<file path="src/rtl/sc_regbank_pkg.sv">
`default_nettype none
// ============================================================================
// Module      : sc_regbank_pkg
// Description : Shared types and default sizes for the general-register
//               bank write-port controller and its round-robin arbiter.
// Revision    : 1.0 - initial release
// ============================================================================
package sc_regbank_pkg;

  // Default geometry of the register bank
  localparam int DEF_DATAWIDTH = 32;
  localparam int DEF_NUM_REGS  = 8;
  localparam int DEF_ADDR_W    = 3;

  // Write-controller sequencing states
  typedef enum logic [1:0] {
    IDLE  = 2'd0,
    WRITE = 2'd1,
    CLEAR = 2'd2
  } regbankState_t;

  // One-hot grant encoding: bit 0 is the writeback port, bit 1 the loader port
  typedef enum logic [1:0] {
    GNT_NONE = 2'b00,
    GNT_WB   = 2'b01,
    GNT_LD   = 2'b10
  } grant_t;

endpackage : sc_regbank_pkg
`default_nettype wire

</file>
<file path="src/rtl/sc_rr_arb2.sv">
`default_nettype none
// ============================================================================
// Module      : sc_rr_arb2
// Description : Two-way round-robin arbiter. Grant is combinational from the
//               request vector and the fairness pointer; the pointer only
//               moves when the caller accepts a grant via update.
// Revision    : 1.0 - initial release
// ============================================================================
module sc_rr_arb2
  import sc_regbank_pkg::*;
(
  input  logic       SC_RegGENERAL_CLOCK_50,
  input  logic       SC_RegGENERAL_RESET_InHigh,
  input  logic [1:0] req,
  input  logic       update,
  output logic [1:0] grant
);

  // High when the loader port should win the next contested grant
  logic r_favourLd;

  // Pick a winner: a lone requester always wins, a tie goes to the pointer
  always_comb begin
    grant = GNT_NONE;
    case (req)
      2'b01:   grant = GNT_WB;
      2'b10:   grant = GNT_LD;
      2'b11:   grant = r_favourLd ? GNT_LD : GNT_WB;
      default: grant = GNT_NONE;
    endcase
  end

  // Move the pointer away from whoever was just granted
  always_ff @(posedge SC_RegGENERAL_CLOCK_50 or posedge SC_RegGENERAL_RESET_InHigh) begin
    if (SC_RegGENERAL_RESET_InHigh) begin
      r_favourLd <= 1'b0;
    end else if (update && (grant != GNT_NONE)) begin
      r_favourLd <= (grant == GNT_WB);
    end
  end

endmodule : sc_rr_arb2
`default_nettype wire

</file>
<file path="src/rtl/sc_regbank_write_ctrl.sv">
`default_nettype none
// ============================================================================
// Module      : sc_regbank_write_ctrl
// Description : Write-port controller for the general-register bank. Shares
//               the C-bus write path between the ALU writeback and the
//               loader/debug port, and sequences a one-register-per-cycle
//               clear sweep. Every output comes straight from a flop.
// Revision    : 1.0 - initial release
// ============================================================================
module sc_regbank_write_ctrl
  import sc_regbank_pkg::*;
#(
  parameter int DATAWIDTH = DEF_DATAWIDTH,
  parameter int NUM_REGS  = DEF_NUM_REGS,
  parameter int ADDR_W    = DEF_ADDR_W
) (
  input  logic                 SC_RegGENERAL_CLOCK_50,
  input  logic                 SC_RegGENERAL_RESET_InHigh,
  input  logic                 wb_req_i,
  input  logic [ADDR_W-1:0]    wb_addr_i,
  input  logic [DATAWIDTH-1:0] wb_data_i,
  output logic                 wb_ack_o,
  input  logic                 ld_req_i,
  input  logic [ADDR_W-1:0]    ld_addr_i,
  input  logic [DATAWIDTH-1:0] ld_data_i,
  output logic                 ld_ack_o,
  input  logic                 clr_all_i,
  output logic                 clr_busy_o,
  output logic                 err_o,
  output logic [NUM_REGS-1:0]  deco_c_n_o,
  output logic [NUM_REGS-1:0]  clear_n_o,
  output logic [DATAWIDTH-1:0] data_bus_o
);

  // Range limit for incoming addresses, one bit wider so NUM_REGS = 2^ADDR_W fits
  localparam logic [ADDR_W:0]       c_numRegs = (ADDR_W+1)'(NUM_REGS);
  // Index of the final register visited by the clear sweep
  localparam logic [ADDR_W-1:0]     c_lastIdx = ADDR_W'(NUM_REGS-1);
  // Single set bit used to build the per-register strobes
  localparam logic [NUM_REGS-1:0]   c_oneHot0 = NUM_REGS'(1);

  regbankState_t          r_state;
  regbankState_t          w_nextState;

  logic [1:0]             w_gnt;
  logic                   w_gntUpdate;
  logic [ADDR_W-1:0]      w_selAddr;
  logic [DATAWIDTH-1:0]   w_selData;
  logic                   w_selInRange;

  logic                   r_pending;
  logic                   w_nextPending;
  logic [ADDR_W-1:0]      r_clrCnt;
  logic [ADDR_W-1:0]      w_nextClrCnt;

  logic [NUM_REGS-1:0]    r_decoN;
  logic [NUM_REGS-1:0]    w_nextDecoN;
  logic [NUM_REGS-1:0]    r_clearN;
  logic [NUM_REGS-1:0]    w_nextClearN;
  logic [DATAWIDTH-1:0]   r_dataBus;
  logic [DATAWIDTH-1:0]   w_nextDataBus;
  logic                   r_wbAck;
  logic                   w_nextWbAck;
  logic                   r_ldAck;
  logic                   w_nextLdAck;
  logic                   r_err;
  logic                   w_nextErr;
  logic                   r_busy;
  logic                   w_nextBusy;

  sc_rr_arb2 u_arb (
    .SC_RegGENERAL_CLOCK_50     (SC_RegGENERAL_CLOCK_50),
    .SC_RegGENERAL_RESET_InHigh (SC_RegGENERAL_RESET_InHigh),
    .req                        ({ld_req_i, wb_req_i}),
    .update                     (w_gntUpdate),
    .grant                      (w_gnt)
  );

  // Route the winning requester's address/data toward the write path
  assign w_selAddr    = (w_gnt == GNT_LD) ? ld_addr_i : wb_addr_i;
  assign w_selData    = (w_gnt == GNT_LD) ? ld_data_i : wb_data_i;
  assign w_selInRange = ({1'b0, w_selAddr} < c_numRegs);

  // Next state and next registered outputs; strobes default to inactive
  always_comb begin
    w_nextState   = r_state;
    w_nextPending = r_pending;
    w_nextClrCnt  = r_clrCnt;
    w_nextDecoN   = '1;
    w_nextClearN  = '1;
    w_nextDataBus = r_dataBus;
    w_nextWbAck   = 1'b0;
    w_nextLdAck   = 1'b0;
    w_nextErr     = 1'b0;
    w_gntUpdate   = 1'b0;

    case (r_state)
      IDLE: begin
        // A pending or fresh clear outranks any waiting write
        if (r_pending || clr_all_i) begin
          w_nextPending = 1'b1;
          w_nextState   = CLEAR;
        end else if (w_gnt != GNT_NONE) begin
          w_gntUpdate = 1'b1;
          w_nextState = WRITE;
          w_nextWbAck = (w_gnt == GNT_WB);
          w_nextLdAck = (w_gnt == GNT_LD);
          if (w_selInRange) begin
            w_nextDecoN   = ~(c_oneHot0 << w_selAddr);
            w_nextDataBus = w_selData;
          end else begin
            // Out-of-range target: acknowledge so the requester moves on, but flag it
            w_nextErr = 1'b1;
          end
        end
      end

      WRITE: begin
        // Write strobe is live this cycle; a clear arriving now is deferred
        if (clr_all_i) begin
          w_nextPending = 1'b1;
        end
        w_nextState = IDLE;
      end

      CLEAR: begin
        // Fresh clr_all_i pulses are ignored here; the sweep is not restarted
        w_nextClearN = ~(c_oneHot0 << r_clrCnt);
        if (r_clrCnt == c_lastIdx) begin
          w_nextClrCnt  = '0;
          w_nextPending = 1'b0;
          w_nextState   = IDLE;
        end else begin
          w_nextClrCnt = r_clrCnt + ADDR_W'(1);
        end
      end

      default: begin
        w_nextState = IDLE;
      end
    endcase

    // Busy spans the pending window plus the final clear strobe cycle
    w_nextBusy = w_nextPending || ((r_state == CLEAR) && (r_clrCnt == c_lastIdx));
  end

  // State, sweep bookkeeping and all output flops
  always_ff @(posedge SC_RegGENERAL_CLOCK_50 or posedge SC_RegGENERAL_RESET_InHigh) begin
    if (SC_RegGENERAL_RESET_InHigh) begin
      r_state   <= IDLE;
      r_pending <= 1'b0;
      r_clrCnt  <= '0;
      r_decoN   <= '1;
      r_clearN  <= '1;
      r_dataBus <= '0;
      r_wbAck   <= 1'b0;
      r_ldAck   <= 1'b0;
      r_err     <= 1'b0;
      r_busy    <= 1'b0;
    end else begin
      r_state   <= w_nextState;
      r_pending <= w_nextPending;
      r_clrCnt  <= w_nextClrCnt;
      r_decoN   <= w_nextDecoN;
      r_clearN  <= w_nextClearN;
      r_dataBus <= w_nextDataBus;
      r_wbAck   <= w_nextWbAck;
      r_ldAck   <= w_nextLdAck;
      r_err     <= w_nextErr;
      r_busy    <= w_nextBusy;
    end
  end

  assign wb_ack_o   = r_wbAck;
  assign ld_ack_o   = r_ldAck;
  assign err_o      = r_err;
  assign clr_busy_o = r_busy;
  assign deco_c_n_o = r_decoN;
  assign clear_n_o  = r_clearN;
  assign data_bus_o = r_dataBus;

endmodule : sc_regbank_write_ctrl
`default_nettype wire

</file>
<file path="config.mk">
export PLATFORM = sky130hd
export DESIGN_NAME = sc_regbank_write_ctrl
export DESIGN_NICKNAME = d
export VERILOG_FILES = /design/src/rtl/sc_regbank_pkg.sv /design/src/rtl/sc_rr_arb2.sv /design/src/rtl/sc_regbank_write_ctrl.sv
export SDC_FILE = /design/constraint.sdc
export NUM_CORES = 1
export LEC_CHECK = 0
export CORE_UTILIZATION = 40
export CTS_BUF_LIST = sky130_fd_sc_hd__clkbuf_8 sky130_fd_sc_hd__clkbuf_16
export DETAILED_ROUTE_END_ITERATION = 7
export PLACE_DENSITY = 0.78
export SLEW_MARGIN = 30
export SYNTH_ARGS = -nofsm -noshare
export SYNTH_HDL_FRONTEND = slang
export SYNTH_SLANG_ARGS = --single-unit
</file>
<file path="constraint.sdc">
create_clock -name SC_RegGENERAL_CLOCK_50 -period 3.57 [get_ports SC_RegGENERAL_CLOCK_50]
set_clock_uncertainty 0.05 [all_clocks]
set_input_delay 0.5355 -clock SC_RegGENERAL_CLOCK_50 [delete_from_list [all_inputs] [get_ports SC_RegGENERAL_CLOCK_50]]
set_output_delay 0.5355 -clock SC_RegGENERAL_CLOCK_50 [all_outputs]
set_load 0.05 [all_outputs]
</file>
-- Word-level counts from Yosys, hierarchy flattened
Index checks and enable logic that the tools add are counted.
- bits in registers: 58
- bits in latches: 0
- bits in writable memories: 0
- memory bits (read-only): 0
- output and inout bits: 52
- logic and storage cells: 60
- memories kept: 0
- $add $sub $neg: 1
- multipliers: 0
- divide/modulo/power cells: 0
- order comparisons: 0
- equal/unequal tests: 10
- shifts and indexed selects: 2
- muxes and demuxes: 26
- bitwise gates (word level): 3
- reductions and logical operators: 8
- operators by type and width (operator ; number):
    two-way mux 32 bit ; 1
    two-way mux 8 bit ; 4
    inverter 8 bit ; 2
    << shifter 1 x 3 -> 8 bit (first input constant) ; 2
    two-way mux 1 bit ; 12
    == test 2 bit (second input constant) ; 4
    two-way mux 2 bit ; 4
    == test 2 x 1 -> 1 bit (second input constant) ; 3
    two-way mux 3 bit ; 2
    case mux 2 bit (3 select lines) ; 1
    case mux 2 bit (2 select lines) ; 1
    adder 3 x 1 -> 3 bit (second input constant) ; 1
    == test 3 bit (second input constant) ; 1
    != test 3 bit (second input constant) ; 1
    case mux 1 bit (3 select lines) ; 1
    AND reduction 3 bit ; 1
    logical AND 1 bit ; 2
    zero test 2 bit ; 1
    logical OR 1 bit ; 2
    != test 2 bit (second input constant) ; 1
    AND reduction 2 bit ; 1
    nonzero test 2 bit ; 1
    inverter 1 bit ; 1

-- Depth between registers and ports, before layout
Gate-level depths: netlist of the first run.
- depth in word-level cells: 9
- gate-level depth with buffers: 6

-- Modules after synthesis
Synthesis of the first run repeated with hierarchy kept, for this count alone.
- cells, all modules: 205
- area total of the unflattened synthesis: 2879.0 um^2
- modules (own cells, without submodules) (module ; times used ; cells each ; area each (um^2) ; seq. area each (um^2)):
    sc_regbank_write_ctrl ; 1 ; 198 ; 2820.2 ; 1446.4
    sc_rr_arb2 ; 1 ; 7 ; 58.8 ; 25.0

-- Worst setup path before layout of the first run
Ideal clock, no wire load.
- path type: register to register
- start: register r_state[1]
- end: register r_dataBus[0], in the netlist data_bus_o[0]
- setup time: 0.073 ns
- arrival: 1.518 ns
- required time: 3.447 ns
- path slack: 1.929 ns
- stages on the path, launching flop included: 7
- buffers on the path: 2
- cells stage by stage: dfrtp_1 -> buf_6 -> or4_4 -> nor2_4 -> buf_6 -> nor2_1 -> a21oi_2
- cells in the longest elaborated chain, start to end: 2
- RTL lines (item ; RTL line ; source):
    start, declared ; sc_regbank_write_ctrl.sv:42 ; regbankState_t r_state;
    start signal, assigned ; sc_regbank_write_ctrl.sv:161 ; r_state <= w_nextState;
    zero test 2 bit ; sc_regbank_write_ctrl.sv:97 ; case (r_state)
    AND reduction 3 bit (no line) ; - ;
    end signal, assigned ; sc_regbank_write_ctrl.sv:166 ; r_dataBus <= w_nextDataBus;
    end, declared ; sc_regbank_write_ctrl.sv:60 ; logic [DATAWIDTH-1:0] r_dataBus;
Every way passes these cells.
A chain may end at the register's enable or synchronous reset.

-- Final worst setup path of the first run
- start: input port clr_all_i
- end: register r_dataBus[24], in the netlist data_bus_o[24]
- cells in the longest elaborated chain, start to end: 3
- RTL lines (item ; RTL line ; source):
    start, declared ; sc_regbank_write_ctrl.sv:27 ; input logic clr_all_i,
    logical OR 1 bit ; sc_regbank_write_ctrl.sv:100 ; if (r_pending || clr_all_i) begin
    inverter 1 bit (no line) ; - ;
    AND reduction 3 bit (no line) ; - ;
Every way passes these cells.

==> results of run 1 <==
## worst paths after layout
check	startpoint	endpoint
setup reg to reg	r_state[1]$_DFFE_PP0P_	data_bus_o[24]$_DFFE_PP0P_
hold reg to reg	data_bus_o[8]$_DFFE_PP0P_	data_bus_o[8]$_DFFE_PP0P_
setup / recovery	clr_all_i	data_bus_o[24]$_DFFE_PP0P_
hold / removal	data_bus_o[8]$_DFFE_PP0P_	data_bus_o[8]$_DFFE_PP0P_
min in group asynchronous	SC_RegGENERAL_RESET_InHigh	r_state[1]$_DFFE_PP0P_
max in group asynchronous	SC_RegGENERAL_RESET_InHigh	deco_c_n_o[3]$_DFF_PP1_
## per-layer routing
layer	GRT usage	part of all wire	vias up
li1	-	-	1087
met1	0.252	0.43	1062
met2	0.338	0.50	80
met3	0.0527	0.062	6
met4	0.0831	0.012	0
met5	0	0	-
## registers in the layout, summed over array words and instances, names as in the netlist
name	count
data_bus_o	32
clear_n_o	8
deco_c_n_o	8
r_clrCnt	3
r_state	2
clr_busy_o	1
ld_ack_o	1
r_pending	1
u_arb.r_favourLd	1
wb_ack_o	1
## area by class of cell
| cell class | instances | area, sq um | area share |
|---|---|---|---|
| Multi-Input combinational cell | 152 | 1000 | 0.241 |
| Timing Repair Buffer | 132 | 1300 | 0.314 |
| Sequential cell | 58 | 1470 | 0.354 |
| Clock buffer | 11 | 151 | 0.0364 |
| Inverter | 7 | 28.8 | 0.00693 |
| Tap cell | 77 | 96.3 | 0.0232 |
| Clock inverter | 5 | 100 | 0.0241 |
## through the flow
step                utilization  power (W)  hold slack (ns)
floorplan                     -    0.00244            0.417
global placement          0.614    0.00303            0.446
detailed placement        0.615    0.00308            0.454
CTS                       0.654    0.00384            0.468
global route              0.654    0.00401            0.482
finish                    0.654    0.00381            0.465
## synthesized netlist by cell type, drive strengths merged
| master | number | share of area |
|---|---|---|
| o21ai | 4 | 0.0076 |
| nor2 | 40 | 0.060 |
| mux2i | 3 | 0.011 |
| buf | 13 | 0.043 |
| nand4b | 4 | 0.013 |
| nand3 | 4 | 0.0076 |
| nand2 | 8 | 0.011 |
| dfstp | 16 | 0.16 |
| or4 | 1 | 0.0043 |
| ha | 6 | 0.029 |
| a211oi | 1 | 0.0029 |
| nor2b | 3 | 0.0071 |
| dfrtp | 42 | 0.40 |
| a21oi | 35 | 0.11 |
| clkbuf | 4 | 0.013 |
| nor4 | 1 | 0.0048 |
| a221o | 1 | 0.0038 |
| a31oi | 1 | 0.0024 |
| mux2 | 2 | 0.0086 |
| conb | 1 | 0.0014 |
| nor3 | 1 | 0.0019 |
| inv | 7 | 0.010 |
| nand4 | 4 | 0.0095 |
| o22ai | 32 | 0.076 |
## worst reg2reg max path: cells and delay by family (launching register included)
family,cells,cell delay [ns]
AOI/OAI and AO/OA,1,0.11
and+or+nand+nor,3,1.12
DFF,1,0.50
buffers and inverters,1,0.33
## cells by family after synthesis
family,Yosys count,share of synthesized area
adder cells (fa/ha/maj),6,0.0286
other,1,0.00143
AO/OA/AOI/OAI,74,0.204
multiplexers,5,0.0200
AND/OR/NAND/NOR,66,0.120
flip-flops,58,0.560
buffers and inverters,24,0.0662
## power by group through the flow
stage | Sequential [W] | Clock, W | Combinational (W)
5_1_grt | 0.00113 | 0.000800 | 0.00208
2_1_floorplan | 0.00185 | 0 | 0.000588
4_1_cts | 0.00109 | 0.000764 | 0.00198
3_5_place_dp | 0.00110 | 0 | 0.00197
3_3_place_gp | 0.00109 | 0 | 0.00194
6_report | 0.00109 | 0.000747 | 0.00197
==> summary.txt, run 1 <==
Outcome: complete, no violations
Critical path buffers and inverters: 2
Yosys warning count: 0
Fin crit period: 2.29 ns
Commonest non-fill, non-tap cells in the layout: clkdlybuf4s50_1 (125), dfrtp_1 (42), nor2_1 (39)
Fin cells: 442
Max stage delay on crit path: 0.51 ns
Clock Power Share: 0.196
Clock Path Buffers: 2
Critical Path Fanout Max: 22
Crit path cell chain: clkdlybuf4s50_1 > or4_4 > nor2_4 > buf_4 > nor2_1 > a21oi_1
CTS Buf Count: 9
GRT Residual Overflow: 0
DIE WIDTH: 83.1 um
Root Buffer: clkbuf_8
Tcrit/Tclk final: 0.642
WS Path Type: primary input to flip-flop
Pre-CTS setup slack: 0.916 ns
First DRT Iteration DRCs: 64
Overall routing resource usage: 0.203
Post_cts resized: 0
# DRC: 0
Finished layout cell area: 4150 sq um
Synthesized flop and latch total: 58
Share of cells above drive strength 1: 0.211
IO Port Bufs: 125
Post-synthesis area per instance: 11.2 sq um
Slew HR: 0.488
Die Y: 83.1 um
RSZ-0062 raised after global routing: false
Dpl cells: 426
Delay-heaviest family, CP: simple AND/OR/NAND/NOR gates
PwrDens: 916 nW/um^2
Worst setup SP type: primary input
Clock transition at the registers of the reported paths: 0.06 ns
Distinct cells, synth: 29
P_leak: 1.65 nW
Sink Count: 58
Via count: 2235
Switching power: 0.00169 W
Slowest CP cell: clkdlybuf4s50_1
Max Freq: 0.436 GHz
R2r setup slk: 1.38 ns
Post-Syn Area: 2630 sq um
Hold Violations, Final: 0
DP HPWL: 4.75 mm
Ports: 127
Logic pwr share: 0.517
Most common cell after layout, fill and taps aside: clkdlybuf4s50_1
Filler cells: 511
Post-Syn Nets: 315
Placement Cell Area: 3900 sq um
Mapped Cells: 234
Register area share after synthesis: 0.560
Antenna viol nets, final: 0
Nets@finish: 441
Post-route setup slack: 1.28 ns
CTS tree: done
Routed Wire Length: 6.64 mm
Pin count of the biggest net entering global routing: 49
TNS Setup: 0 ns
Slew @ Worst Pin: 0.763 ns
Die area: 6900 sq um
DR vias/cell: 5.06
Hold depth: 2
P_int: 0.00212 W
Initial Util: 0.414
H-tree levels: 3
P&R area growth vs syn: 58.1%
CP endpoint kind: flip-flop
Number of global-route vias before repair: 2219
ANT cells: 0
Max-Cap Viols: 0
Max Transition Viols Final: 0
FP Rows: 29
Worst Path Required: 3.76 ns
Routed WL per cell: 15.0 um
Seq pwr share: 0.287
Pre-antenna DRT Iters: 4
CTS Hold Bufs: 0
CP Depth: 6
Clock Latency Late Sink: 0.32 ns
VDD IR max: 0.000571 V
First-pass GRT wire length: 11.0 mm
Post-CTS Setup Repair Bufs: 0
CP arrival: 2.49 ns
R2R cell count: 5
Core Footprint: 6350 sq um
Worst min path class: flip-flop to flip-flop
Final setup vio count: 0
GP Congestion: 0.819
Sw frac: 0.443
Antenna violations before repair: 0
Note: power is estimated with default switching activity, not from simulation.
==> run 2: changes to the inputs <==
Clock period 3.57 ns to 2.4 ns, I/O delays scaled along.
==> summary.txt, run 2 (synthesis results as in run 1) <==
Root Buffer: clkbuf_8
GP Congestion: 0.823
P_int: 0.00298 W
Delay-heaviest family, CP: buffers and inverters
Post-route setup slack: 0.313 ns
CTS Buf Count: 9
Worst min path class: primary input to async pin
Logic pwr share: 0.535
Critical Path Fanout Max: 1
First-pass GRT wire length: 10.8 mm
Core Footprint: 6350 sq um
H-tree levels: 3
Routed WL per cell: 14.9 um
Overall routing resource usage: 0.200
Max Freq: 0.479 GHz
PwrDens: 1320 nW/um^2
CP arrival: 1.68 ns
P&R area growth vs syn: 57.6%
Max FFs per register: 32
DP HPWL: 4.88 mm
Post-CTS Setup Repair Bufs: 0
Clock transition at the registers of the reported paths: 0.07 ns
Power, Total: 0.00547 W
Seq pwr share: 0.298
Nets@finish: 442
Die area: 6900 sq um
Sink Count: 58
Slowest CP cell: clkdlybuf4s50_1
Final core occ: 0.652
FP Rows: 29
VDD IR max: 0.000906 V
Pre-CTS setup slack: 0.292 ns
Max Transition Viols Final: 0
Routed Wire Length: 6.58 mm
Via count: 2221
RSZ-0062 raised after global routing: false
Filler cells: 505
Critical path buffers and inverters: 1
DIE WIDTH: 83.1 um
Post_cts resized: 0
Die Y: 83.1 um
Final setup vio count: 0
Antenna viol nets, final: 0
Pre-antenna DRT Iters: 4
Most common cell after layout, fill and taps aside: clkdlybuf4s50_1
Worst setup SP type: flip-flop
Antenna violations before repair: 0
Number of global-route vias before repair: 2201
Worst Path Required: 1.99 ns
Tcrit/Tclk final: 0.870
# DRC: 0
Clock Latency Late Sink: 0.33 ns
Ports: 127
Crit path cell chain: clkdlybuf4s50_1
CTS Hold Bufs: 0
First DRT Iteration DRCs: 86
Switching power: 0.00249 W
Flip-flop and latch area: 1470 sq um
Pin count of the biggest net entering global routing: 42
CTS tree: done
Fin crit period: 2.09 ns
Clock Path Buffers: 2
Hold Violations, Final: 0
Sw frac: 0.455
Max-Cap Viols: 0
WS Path Type: flip-flop to primary output
Multi-input gate area: 1000 sq um
Max stage delay on crit path: 0.83 ns
Commonest non-fill, non-tap cells in the layout: clkdlybuf4s50_1 (125), dfrtp_1 (42), nor2_1 (39)
Slew HR: 0.628
IO Port Bufs: 125
P_leak: 1.65 nW
Slew @ Worst Pin: 0.542 ns
GRT Residual Overflow: 0
Outcome: complete, no violations
Clock Power Share: 0.168
CP endpoint kind: primary output
DR vias/cell: 5.01
TNS Setup: 0 ns
Hold Slack: 0.302 ns
Initial Util: 0.414
ANT cells: 0
Share of cells above drive strength 1: 0.208
[run 2: power by group through the flow]
stage / combinational [W] / sequential (W) / clock [W]
floorplan: 0.000875 / 0.00275 / 0
global placement: 0.00291 / 0.00162 / 0
detailed placement: 0.00295 / 0.00164 / 0
CTS: 0.00296 / 0.00163 / 0.000941
global route: 0.00308 / 0.00168 / 0.000995
finish: 0.00293 / 0.00163 / 0.000917
[run 2: final timing paths]
kind | start | endpoint | slack [ns] | cells after the start
min in group SC_RegGENERAL_CLOCK_50 | data_bus_o[25]$_DFFE_PP0P_ | data_bus_o[25]$_DFFE_PP0P_ | 0.46 | 2
worst max-delay path | deco_c_n_o[5]$_DFF_PP1_ | deco_c_n_o[5] | 0.31 | 1
worst min-delay path | SC_RegGENERAL_RESET_InHigh | data_bus_o[9]$_DFFE_PP0P_ | 0.30 | 2
max in group asynchronous | SC_RegGENERAL_RESET_InHigh | clear_n_o[6]$_DFF_PP1_ | 1.38 | 3
worst min register to register | data_bus_o[25]$_DFFE_PP0P_ | data_bus_o[25]$_DFFE_PP0P_ | 0.46 | 2
worst max register to register | r_state[1]$_DFFE_PP0P_ | data_bus_o[24]$_DFFE_PP0P_ | 0.63 | 5
[run 2: per-stage QoR]
stage / instances / cell area (sq um)
floorplan: 234 / 2630
global route: 443 / 4140
CTS: 443 / 4140
global placement: 427 / 3930
detailed placement: 427 / 3930
finish: 443 / 4140
[run 2: routing by layer]
metal / GRT usage / up-vias / part of all wire
li1: - / 1087 / -
met1: 0.228 / 1041 / 0.42
met2: 0.345 / 82 / 0.50
met3: 0.0616 / 11 / 0.060
met4: 0.0909 / 0 / 0.023
met5: 0 / - / 0
[run 2: area by class of cell]
type                    instances  share of cell area
flip-flops and latches         58               0.355
multi-input cells             152               0.242
well taps                      77              0.0233
clock buffers                  12              0.0399
inverters                       7             0.00635
repair buffers                133               0.323
clock inverters                 4              0.0103
==> run 3: changes to the inputs <==
Settings changed: RECOVER_POWER set to 25.
==> summary.txt, run 3 (synthesis results as in run 1) <==
Final setup vio count: 0
Outcome: complete, no violations
GRT Residual Overflow: 0
Worst setup SP type: flip-flop
Overall routing resource usage: 0.200
Max FFs per register: 32
TNS Setup: 0 ns
Clock Latency Late Sink: 0.33 ns
Worst min path class: flip-flop to flip-flop
Setup crit end: deco_c_n_o[5]
Worst Path Required: 1.99 ns
CP Depth: 1
Slowest CP cell: clkdlybuf4s50_1
R2R cell count: 5
Clock transition at the registers of the reported paths: 0.06 ns
Critical path buffers and inverters: 1
First DRT Iteration DRCs: 85
Most common cell after layout, fill and taps aside: clkdlybuf4s50_1
Filler cells: 505
Clock Path Buffers: 2
Antenna viol nets, final: 0
Sink Count: 58
H-tree levels: 3
Pre-antenna DRT Iters: 4
Hold Slack: 0.464 ns
Slew HR: 0.465
Core Footprint: 6350 sq um
Ports: 127
Max Freq: 0.479 GHz
P_leak: 1.65 nW
Slew @ Worst Pin: 0.802 ns
DR vias/cell: 5.01
ANT cells: 0
Max-Cap Viols: 0
WS Path Type: flip-flop to primary output
R2R Path Start: r_state[1]$_DFFE_PP0P_
GP Congestion: 0.823
CP arrival: 1.68 ns
P&R area growth vs syn: 57.6%
Max stage delay on crit path: 0.83 ns
VDD IR max: 0.000906 V
Pre-CTS setup slack: 0.292 ns
Pin count of the biggest net entering global routing: 42
Max Transition Viols Final: 0
CTS tree: done
Crit path launch: deco_c_n_o[5]$_DFF_PP1_
Final core occ: 0.652
Delay-heaviest family, CP: buffers and inverters
CTS Hold Bufs: 0
Routed Wire Length: 6.58 mm
Crit path cell chain: clkdlybuf4s50_1
Critical Path Fanout Max: 1
Share of cells above drive strength 1: 0.205
R2r setup slk: 0.63 ns
Commonest non-fill, non-tap cells in the layout: clkdlybuf4s50_1 (124), dfrtp_1 (42), nor2_1 (39)
CP endpoint kind: primary output
# DRC: 0
DP HPWL: 4.88 mm
RR Endpoint: data_bus_o[24]$_DFFE_PP0P_
Nets@finish: 442
Post-route setup slack: 0.313 ns
Via count: 2221
Die area: 6900 sq um
Post-CTS Setup Repair Bufs: 0
Tcrit/Tclk final: 0.870
FP Rows: 29
RSZ-0062 raised after global routing: false
Post_cts resized: 0
Initial Util: 0.414
Fin crit period: 2.09 ns
Fin cells: 443
CTS Buf Count: 9
Root Buffer: clkbuf_8
Die Y: 83.1 um
DIE WIDTH: 83.1 um
Number of global-route vias before repair: 2201
Dpl cells: 427
PwrDens: 1320 nW/um^2
IO Port Bufs: 125
Antenna violations before repair: 0
Routed WL per cell: 14.9 um
First-pass GRT wire length: 10.8 mm
Hold Violations, Final: 0
run 3: how the worst min path moves through the flow:
| stage | end | slack (ns) | depth (start not counted) | startpoint |
|---|---|---|---|---|
| floorplan | u_arb.r_favourLd$_DFFE_PP0P_ | 0.41 | 1 | ld_req_i |
| global route | data_bus_o[25]$_DFFE_PP0P_ | 0.48 | 2 | data_bus_o[25]$_DFFE_PP0P_ |
| finish | data_bus_o[25]$_DFFE_PP0P_ | 0.46 | 2 | data_bus_o[25]$_DFFE_PP0P_ |
| global placement | data_bus_o[25]$_DFFE_PP0P_ | 0.45 | 2 | data_bus_o[25]$_DFFE_PP0P_ |
| detailed placement | data_bus_o[25]$_DFFE_PP0P_ | 0.45 | 2 | data_bus_o[25]$_DFFE_PP0P_ |
| CTS | data_bus_o[18]$_DFFE_PP0P_ | 0.30 | 2 | SC_RegGENERAL_RESET_InHigh |
run 3: layout make-up:
cell class | instances | area, sq um | area share
Tap cell | 77 | 96.3 | 0.0233
Inverter | 7 | 26.3 | 0.00635
Sequential cell | 58 | 1470 | 0.355
Clock inverter | 4 | 42.5 | 0.0103
Timing Repair Buffer | 133 | 1340 | 0.323
Clock buffer | 12 | 165 | 0.0399
Multi-Input combinational cell | 152 | 1000 | 0.242
run 3: layer usage:
layer / track usage / vias up / wire (um)
met1: 0.228 / 1041 / 2750
li1: - / 1087 / -
met3: 0.0616 / 11 / 392
met4: 0.0909 / 0 / 152
met2: 0.345 / 82 / 3290
met5: 0 / - / 0
run 3: where the power goes:
group	switching [W]	internal, W	total (W)
clock	0.000362	0.000555	0.000917
sequential	0.000240	0.00139	0.00163
combinational	0.00189	0.00104	0.00293
run 3: per-stage QoR:
step / total power (W) / instance area [sq um]
6_report: 0.00547 / 4140
5_1_grt: 0.00576 / 4140
3_3_place_gp: 0.00453 / 3930
2_1_floorplan: 0.00363 / 2630
4_1_cts: 0.00553 / 4140
3_5_place_dp: 0.00459 / 3930
